--- src/rtl/uart_tx_pkg.sv ---
// Shared definitions for the memory-mapped UART transmitter.
// Contents: register offsets (decoded from busAddr[3:2]), STATUS/CTRL bit
// positions, and the serializer state encoding.
package uart_tx_pkg;

    // Word offsets: the value of busAddr[3:2] for each register
    localparam logic [1:0] ADDR_DATA   = 2'd0;
    localparam logic [1:0] ADDR_STATUS = 2'd1;
    localparam logic [1:0] ADDR_DIV    = 2'd2;
    localparam logic [1:0] ADDR_CTRL   = 2'd3;

    // STATUS bit positions
    localparam int STAT_BUSY      = 0;
    localparam int STAT_FULL      = 1;
    localparam int STAT_EMPTY     = 2;
    localparam int STAT_OVF       = 3;
    localparam int STAT_COUNT_LSB = 4;

    // CTRL bit positions
    localparam int CTRL_EN    = 0;
    localparam int CTRL_FLUSH = 1;

    typedef enum logic [1:0] {
        IDLE,
        START,
        DATA,
        STOP
    } tx_state_e;

endpackage

--- src/rtl/uart_tx_fifo.sv ---
// tx_fifo: synchronous FIFO with push, pop and flush.
// Ports:
//   clk, reset        - clock, asynchronous active-high reset
//   push, wdata       - write request and data (ignored when full unless popping)
//   pop               - read request (ignored when empty); rdata shows the head
//   flush             - empties the FIFO; overrides push and pop in that cycle
//   full, empty, count - occupancy flags and entry count
module tx_fifo #(
    parameter int DEPTH = 4,
    parameter int WIDTH = 8
) (
    input  logic                   clk,
    input  logic                   reset,
    input  logic                   push,
    input  logic                   pop,
    input  logic                   flush,
    input  logic [WIDTH-1:0]       wdata,
    output logic [WIDTH-1:0]       rdata,
    output logic                   full,
    output logic                   empty,
    output logic [$clog2(DEPTH):0] count
);
    localparam int AW = $clog2(DEPTH);

    logic [WIDTH-1:0] mem [DEPTH];
    logic [AW-1:0]    wr_ptr;
    logic [AW-1:0]    rd_ptr;
    logic             do_push;
    logic             do_pop;

    assign empty   = (count == '0);
    assign full    = (count == (AW+1)'(DEPTH));
    assign do_pop  = pop && !empty;
    // A push into a full FIFO still succeeds when the head leaves in the same cycle
    assign do_push = push && (!full || do_pop);
    assign rdata   = mem[rd_ptr];

    always_ff @(posedge clk or posedge reset) begin
        if (reset) begin
            wr_ptr <= '0;
            rd_ptr <= '0;
            count  <= '0;
        end else if (flush) begin
            wr_ptr <= '0;
            rd_ptr <= '0;
            count  <= '0;
        end else begin
            if (do_push) wr_ptr <= wr_ptr + 1'b1;
            if (do_pop)  rd_ptr <= rd_ptr + 1'b1;
            case ({do_push, do_pop})
                2'b10:   count <= count + 1'b1;
                2'b01:   count <= count - 1'b1;
                default: count <= count;
            endcase
        end
    end

    // Storage carries data only, so it is left out of reset
    always_ff @(posedge clk) begin
        if (do_push && !flush) mem[wr_ptr] <= wdata;
    end

endmodule

--- src/rtl/uart_tx_periph.sv ---
// uart_tx_periph: bus-mapped 8N1 UART transmitter with a small TX FIFO.
// Ports:
//   clk, reset  - system clock, asynchronous active-high reset
//   sel         - peripheral select from the address decoder
//   busWe       - write enable (write happens when sel && busWe)
//   busAddr     - byte address, only [3:2] decoded
//   busWData    - write data
//   busRData    - combinational read data, 0 when not selected
//   tx          - serial line, idles high
module uart_tx_periph
    import uart_tx_pkg::*;
#(
    parameter int FIFO_DEPTH  = 4,
    parameter int DIV_W       = 16,
    parameter int DEFAULT_DIV = 867
) (
    input  logic        clk,
    input  logic        reset,
    input  logic        sel,
    input  logic        busWe,
    input  logic [31:0] busAddr,
    input  logic [31:0] busWData,
    output logic [31:0] busRData,
    output logic        tx
);
    localparam int CNT_W = $clog2(FIFO_DEPTH) + 1;

    tx_state_e        state;
    logic [DIV_W-1:0] div_reg;
    logic [DIV_W-1:0] baud_cnt;
    logic [2:0]       bit_cnt;
    logic [7:0]       shreg;
    logic             en;
    logic             ovf;

    logic [1:0]       reg_sel;
    logic             wr_en;
    logic             push;
    logic             flush;
    logic             pop;
    logic             bit_end;
    logic             fifo_full;
    logic             fifo_empty;
    logic [7:0]       fifo_rdata;
    logic [CNT_W-1:0] fifo_count;
    logic [31:0]      status;
    logic             unused_bits;

    assign reg_sel = busAddr[3:2];
    assign wr_en   = sel && busWe;
    assign push    = wr_en && (reg_sel == ADDR_DATA);
    assign flush   = wr_en && (reg_sel == ADDR_CTRL) && busWData[CTRL_FLUSH];
    assign bit_end = (baud_cnt == '0);
    // Head is taken either from IDLE or on the last cycle of a stop bit,
    // which is what makes back-to-back frames gapless
    assign pop     = en && !fifo_empty && ((state == IDLE) || ((state == STOP) && bit_end));

    assign unused_bits = ^{busAddr[31:4], busAddr[1:0], busWData};

    tx_fifo #(
        .DEPTH (FIFO_DEPTH),
        .WIDTH (8)
    ) u_fifo (
        .clk   (clk),
        .reset (reset),
        .push  (push),
        .pop   (pop),
        .flush (flush),
        .wdata (busWData[7:0]),
        .rdata (fifo_rdata),
        .full  (fifo_full),
        .empty (fifo_empty),
        .count (fifo_count)
    );

    // Control registers
    always_ff @(posedge clk or posedge reset) begin
        if (reset) begin
            div_reg <= DIV_W'(DEFAULT_DIV);
            en      <= 1'b1;
            ovf     <= 1'b0;
        end else begin
            if (wr_en && (reg_sel == ADDR_DIV))  div_reg <= busWData[DIV_W-1:0];
            if (wr_en && (reg_sel == ADDR_CTRL)) en      <= busWData[CTRL_EN];
            if (push && fifo_full && !pop)
                ovf <= 1'b1;
            else if (wr_en && (reg_sel == ADDR_STATUS) && busWData[STAT_OVF])
                ovf <= 1'b0;
        end
    end

    always_comb begin
        status                           = '0;
        status[STAT_BUSY]                = (state != IDLE);
        status[STAT_FULL]                = fifo_full;
        status[STAT_EMPTY]               = fifo_empty;
        status[STAT_OVF]                 = ovf;
        status[STAT_COUNT_LSB +: 4]      = 4'(fifo_count);
    end

    always_comb begin
        busRData = '0;
        if (sel) begin
            case (reg_sel)
                ADDR_STATUS: busRData = status;
                ADDR_DIV:    busRData = 32'(div_reg);
                ADDR_CTRL:   busRData[CTRL_EN] = en;
                default:     busRData = '0;
            endcase
        end
    end

    // Serializer FSM; tx is registered so it never glitches
    always_ff @(posedge clk or posedge reset) begin
        if (reset) begin
            state    <= IDLE;
            tx       <= 1'b1;
            baud_cnt <= '0;
            bit_cnt  <= '0;
        end else begin
            case (state)
                IDLE: begin
                    if (pop) begin
                        state    <= START;
                        tx       <= 1'b0;
                        baud_cnt <= div_reg;
                    end
                end
                START: begin
                    if (bit_end) begin
                        state    <= DATA;
                        tx       <= shreg[0];
                        baud_cnt <= div_reg;
                        bit_cnt  <= '0;
                    end else begin
                        baud_cnt <= baud_cnt - 1'b1;
                    end
                end
                DATA: begin
                    if (bit_end) begin
                        baud_cnt <= div_reg;
                        bit_cnt  <= bit_cnt + 1'b1;
                        if (bit_cnt == 3'd7) begin
                            state <= STOP;
                            tx    <= 1'b1;
                        end else begin
                            // shreg shifts on this same edge, so bit 1 is the next bit out
                            tx <= shreg[1];
                        end
                    end else begin
                        baud_cnt <= baud_cnt - 1'b1;
                    end
                end
                STOP: begin
                    if (bit_end) begin
                        if (pop) begin
                            state    <= START;
                            tx       <= 1'b0;
                            baud_cnt <= div_reg;
                        end else begin
                            state <= IDLE;
                        end
                    end else begin
                        baud_cnt <= baud_cnt - 1'b1;
                    end
                end
                default: begin
                    state <= IDLE;
                    tx    <= 1'b1;
                end
            endcase
        end
    end

    // Shift register holds payload only; it is reloaded on every pop
    always_ff @(posedge clk) begin
        if (pop)
            shreg <= fifo_rdata;
        else if ((state == DATA) && bit_end)
            shreg <= {1'b0, shreg[7:1]};
    end

endmodule

--- config.mk ---
export PLATFORM = sky130hd
export DESIGN_NAME = uart_tx_periph
export DESIGN_NICKNAME = d
export VERILOG_FILES = /design/src/rtl/uart_tx_pkg.sv /design/src/rtl/uart_tx_fifo.sv /design/src/rtl/uart_tx_periph.sv
export SDC_FILE = /design/constraint.sdc
export NUM_CORES = 1
export LEC_CHECK = 0
export BUFFER_PORTS_ARGS = -buffer_cell sky130_fd_sc_hd__buf_4
export CAP_MARGIN = 20
export CORE_MARGIN = 4
export CORE_UTILIZATION = 40
export DETAILED_ROUTE_END_ITERATION = 10
export GPL_ROUTABILITY_DRIVEN = 0
export PLACE_DENSITY = 0.6
export SYNTH_ARGS = -nofsm -noshare
export SYNTH_HDL_FRONTEND = slang
export SYNTH_SLANG_ARGS = --single-unit
--- constraint.sdc ---
create_clock -name clk -period 3.7 [get_ports clk]
set_input_delay 0.925 -clock clk [delete_from_list [all_inputs] [get_ports clk]]
set_output_delay 0.925 -clock clk [all_outputs]
set_load 0.01 [all_outputs]
After elaboration in Yosys (flattened, before gate mapping)
Memories as Yosys holds them, arrays and structs flattened.
Index checks and enable logic that the tools add are counted.
Storage, ports and cells
  memory bits (writable): 32
  input port bits: 68
  output and inout port bits: 33
  word-level logic and storage cells: 105
  memories: 1
  register bits after elaboration: 55
Operators by class
  reductions and logical operators: 37
  multiplexer cells: 35
  equal/unequal tests: 15
  $add $sub $neg: 6
Memories
  u_fifo.mem: depth 4, bits a word 8, rd ports 1, clocked after Yosys merged registers in 0, wr ports 1, line uart_tx_fifo.sv:25  | logic [WIDTH-1:0] mem [DEPTH];
Operator list (number)
  $mux W16: 4
  $pmux W16 S3: 1
  $pmux W15 S2: 1
  $mux W2: 9
  $logic_and A1 B1 Y1: 16
  $logic_not A16 Y1: 1
  $mux W8: 2
  $sub A16 B1 Y16 const B: 1
  $pmux W3 S2: 2
  $reduce_bool A2 Y1: 6
  $eq A2 B2 Y1 const B: 5
  $mux W1: 10
  $ne A2 B2 Y1 const B: 5
  $mux W3: 3
  $pmux W2 S4: 1
  $add A3 B1 Y3 const B: 2
  $eq A2 B1 Y1 const B: 3
  $eq A3 B3 Y1 const B: 2
  $reduce_and A3 Y1: 2
  $reduce_and A5 Y1: 1
  $add A2 B1 Y2 const B: 2
  $logic_not A1 Y1: 4
  $logic_not A2 Y1: 2
  $pmux W1 S4: 1
  6 further kinds: 7

Logic depth before layout (Yosys ltp)
  word-level depth: 10
  gate-level depth with buffers: 11
  gate-level depth less buffers: 9

Modules after synthesis
From an unflattened synthesis, not the netlist that was laid out.
Second synthesis, totals
  cells, all modules: 433
  area total of the unflattened synthesis: 4883.4 µm²
By module, submodules not included
  uart_tx_periph: area each 3178.0 µm², instances 1, cells each 327, seq. area each 1251.2 µm²
  tx_fifo: area each 1705.4 µm², instances 1, cells each 106, seq. area each 1136.1 µm²

Worst setup path after synthesis
Ideal clock, no wire load.
  path kind: register -> register
  from: register state[1]
  to: register u_fifo.count[2]
  stages on the path, launching flop included: 12
  library setup time: 0.079 ns
  required time: 3.621 ns
  period minus slack after synthesis: 2.977 ns
  slack: 0.723 ns
  arrival time: 2.898 ns
  path through: dfrtp_1 ha_1 clkbuf_1 inv_1 or4_4 o21ai_4 buf_4 nand2_1 fa_1 or3_1 mux2i_1 mux2i_1
Between the ends
  longest elaborated chain between the ends: 10
  elaborated cells on any way between the ends: 13
  those cells by class: 3 x eq/ne; 2 x mux; 8 x reduce/logical
RTL lines
  start: declaration: line uart_tx_periph.sv:28  | tx_state_e state;
  start signal: assignment: line uart_tx_periph.sv:116  | state <= IDLE;
  start signal: assignment: line uart_tx_periph.sv:124  | state <= START;
  start signal: assignment: line uart_tx_periph.sv:131  | state <= DATA;
  $eq A2 B2 Y1: line uart_tx_periph.sv:56  | assign pop = en && !fifo_empty && ((state == IDLE) || ((state == STOP) && bit_end));
  $logic_and A1 B1 Y1: line uart_tx_periph.sv:56
  $logic_or A1 B1 Y1 (*): line uart_tx_periph.sv:56
  $logic_and A1 B1 Y1 (*): line uart_tx_periph.sv:56
  $logic_and A1 B1 Y1 (*): line uart_tx_fifo.sv:33  | assign do_pop = pop && !empty;
  $logic_or A1 B1 Y1: line uart_tx_fifo.sv:35  | assign do_push = push && (!full || do_pop);
  $logic_and A1 B1 Y1: line uart_tx_fifo.sv:35
  $eq A2 B1 Y1 or $eq A2 B2 Y1 (tied branches): line uart_tx_fifo.sv:50  | case ({do_push, do_pop})
  $pmux W3 S2: line uart_tx_fifo.sv:50
  $mux W3: line uart_tx_fifo.sv:43  | end else if (flush) begin
  end signal: assignment: line uart_tx_fifo.sv:51  | 2'b10: count <= count + 1'b1;
  end signal: assignment: line uart_tx_fifo.sv:52  | 2'b01: count <= count - 1'b1;
  end signal: assignment: line uart_tx_fifo.sv:53  | default: count <= count;
  end: declaration: line uart_tx_fifo.sv:21  | output logic [$clog2(DEPTH):0] count
Every way passes the cells marked *; elsewhere a longest branch is shown, timed or not.
A chain may end at the register's enable or synchronous reset.

Worst setup path after layout
  from: input port busAddr[2]
  to: output port busRData[0]
Between the ends
  longest elaborated chain between the ends: 3
  elaborated cells on any way between the ends: 5
  those cells by class: 3 x eq/ne; 2 x mux
RTL lines
  start: declaration: line uart_tx_periph.sv:21  | input logic [31:0] busAddr,
  $eq A2 B2 Y1 or $eq A2 B1 Y1 (tied branches): line uart_tx_periph.sv:104  | case (reg_sel)
  $pmux W1 S3 (*): line uart_tx_periph.sv:104
  $mux W16 (*): line uart_tx_periph.sv:103  | if (sel) begin
  end: declaration: line uart_tx_periph.sv:23  | output logic [31:0] busRData,
Marks and branches as above.

==> results.ini <==
[worst_setup_path]
r2r_start=baud_cnt[2]
cpPeakStageDelay_ps=390
path_buf_inv=3
cpLargestDelayFamily=adder cells
rr_endpoint=u_fifo.count[2]
cp_cell_sequence=buf_4 -> inv_1 -> ha_1 -> a222oi_1 -> nor3b_1 -> buf_4
endpoint_kind=output pin
worstPathMaxFanout=10
cp-start-kind=primary input
arrival_ps=2090
r2r_slack_ps=830
path_class=primary input to output pin
ff2ff_path_depth=8
critPathRequiredTime_ps=2770
cp_common_cell=buf_4
slowest_stage=ha_1

[route]
post-route-drc-count=0
ant_nets=0
drt_pre_antenna_iters=5
wire_per_inst_um=18.63
drtIter0Drc=190
via_per_inst=5.676
vias=3349
totalWireLength_um=10990

[clocking]
cts_tree=done
clk_pin_slew_worst_paths_ps=60
clock_path_buffers=2
cts_buffers=9
clk_latency_ps=350
hold_buffers=0
cts_resized=0
clkSinkCount=87
cts-htree-levels=3
cts-root-buf=clkbuf_16
cts_setup_buffers=0

[sta]
slew_violations=0
fin_crit_ps=3013
fmax_mhz=331.9
period_share_pct=81.43
setup_viol=0
rsz0062_at_grt=no
worst_pin_slew_ps=763.1
max-slew-margin-rel_pct=48.69
hold_violations=0
fin_tns_setup_ps=0
setup_slack_ps=687.2
clock_skew_ps=6.929

[worst_hold_path]
min_path_type=primary input to async pin

[die]
rows=39
core_um2=11520
die_y_um=117.0
die_w_um=117.0
ioPinCount=101
start_util_pct=41.29
die-area_um2=13690

[global_route]
met1_usage_pct=24.62
globalRoute.totalOverflow=0
antenna_found_initial=0
grt_pass1_wl_um=17570
grtUsageMet3_pct=4.010
grt.busiest_layer=met2
grt_pass1_vias=3182
grtUsageMet2_pct=25.48
grt_max_degree=48
grt_use_total_pct=16.92

[power_and_ir_drop]
cellLeakagePower_nw=2.283
peakVddDrop_mv=0.3688
power.density_nw_per_um2=746.7

[logic_synthesis]
yosysWarningCount=0
synth-seq-area-share_pct=50.21
synth_cells=406
synth_cell_types=61
synthArstFlopShare_pct=54.02
ys_ff_latch=87
synth.avg_cell_area_um2=11.71
synth_ff_type=edfxtp_1
synth_edf_count=40
synthesis.area_um2=4755

[final_layout]
num_antenna_cells=0
drive_above_1_share_pct=25.06
final_nets=528
syn_to_final_growth_pct=13.87
fillers=1064
largest_reg_flops=32

[placed_design]
dp_slack_ps=679.9
detailed_place_hpwl_um=7800
numPortBuffers=38

[job]
cap_viol_max_count=0

[run_status]
status=completed

power by group:
group / leakage (nW) / internal (W) / switching [W]
Combinational: 1.20 / 0.000725 / 0.000915
Sequential: 0.943 / 0.00125 / 0.000268
Clock: 0.141 / 0.000471 / 0.000415
final cells by class:
cell class | count | area [um^2] | area share (%)
flip-flops and latches | 87 | 2387 | 44.10
multi-input cells | 283 | 2151 | 39.73
repair buffers | 45 | 350.3 | 6.471
clock buffers | 9 | 225.2 | 4.160
well taps | 143 | 178.9 | 3.305
clock inverters | 7 | 61.31 | 1.132
inverters | 16 | 60.06 | 1.109
routing by layer:
metal  up-vias  wire length [um]
li1       1571                 -
met1      1658              4960
met2       107              5167
met3        13               693
met4         0               169
met5         -                 0
cells in the final DEF (no fill, tap or decap), types with 3 or more instances in the layout:
| master | count |
|---|---|
| nor4b_1 | 3 |
| buf_4 | 44 |
| xnor2_1 | 5 |
| or2_2 | 3 |
| a22o_1 | 5 |
| conb_1 | 16 |
| dfstp_2 | 8 |
| o221ai_1 | 5 |
| or3_1 | 5 |
| nand4_1 | 5 |
| inv_1 | 14 |
| a21oi_1 | 17 |
| a22oi_1 | 7 |
| o22ai_1 | 9 |
| a221o_1 | 7 |
| ha_1 | 17 |
| dfrtp_1 | 39 |
| nand2b_1 | 4 |
| o21ai_0 | 12 |
| nor3_1 | 6 |
| mux2i_1 | 15 |
| nand2_1 | 31 |
| inv_6 | 3 |
| nand3_1 | 10 |
| nor2_1 | 20 |
| and3_1 | 15 |
| mux4_2 | 8 |
| mux2_2 | 24 |
| clkbuf_16 | 9 |
| edfxtp_1 | 40 |
worst max path at each step:
stage | from | endpoint | slack (ps) | depth (start not counted)
after floorplan | state[1] | u_fifo.count[2] | 720 | 11
after global placement | busAddr[2] | busRData[0] | 740 | 6
after detailed placement | busAddr[2] | busRData[0] | 680 | 6
after CTS | busAddr[2] | busRData[0] | 690 | 6
after global routing | baud_cnt[2] | u_fifo.count[2] | 570 | 8
final | busAddr[2] | busRData[0] | 690 | 6
logic make-up after synthesis:
| family | count (synthesis) | synth area share, % |
|---|---|---|
| other | 1 | 0.07887 |
| AND/OR/NAND/NOR | 115 | 13.03 |
| adder cells (fa/ha/maj) | 18 | 4.895 |
| buffers and inverters | 51 | 5.737 |
| flip-flops | 87 | 50.21 |
| AO/OA/AOI/OAI | 79 | 11.79 |
| XOR/XNOR | 6 | 1.105 |
| multiplexers | 49 | 13.16 |
per-stage QoR:
step | hold slack, ps | utilization, % | instance area [um^2] | power (W) | cells
2_1_floorplan | 448.4 | - | 4811 | 0.002730 | 421
3_3_place_gp | 477.6 | 44.35 | 5107 | 0.003106 | 573
3_5_place_dp | 480.0 | 44.35 | 5107 | 0.003158 | 573
4_1_cts | 495.0 | 46.84 | 5394 | 0.004051 | 589
5_1_grt | 463.9 | 47.01 | 5414 | 0.004329 | 590
6_report | 471.1 | 47.01 | 5414 | 0.004043 | 590
cell usage after synthesis, types with 6 or more instances:
master	number	area, um^2
o21ai_0	12	60.06
nor2_1	20	75.07
buf_4	17	127.6
nand2_1	31	116.4
inv_1	15	56.30
edfxtp_1	40	1201
a221o_1	7	70.07
dfstp_2	8	210.2
mux4_2	8	180.2
and3_1	15	93.84
a22oi_1	7	52.55
o22ai_1	9	56.30
a21oi_1	17	85.08
mux2_2	24	270.3
clkbuf_1	12	45.04
nor3_1	6	30.03
mux2i_1	15	150.1
dfrtp_1	39	975.9
nand3_1	10	50.05
ha_1	17	212.7
No activity file was read; power rests on OpenSTA's default activity.
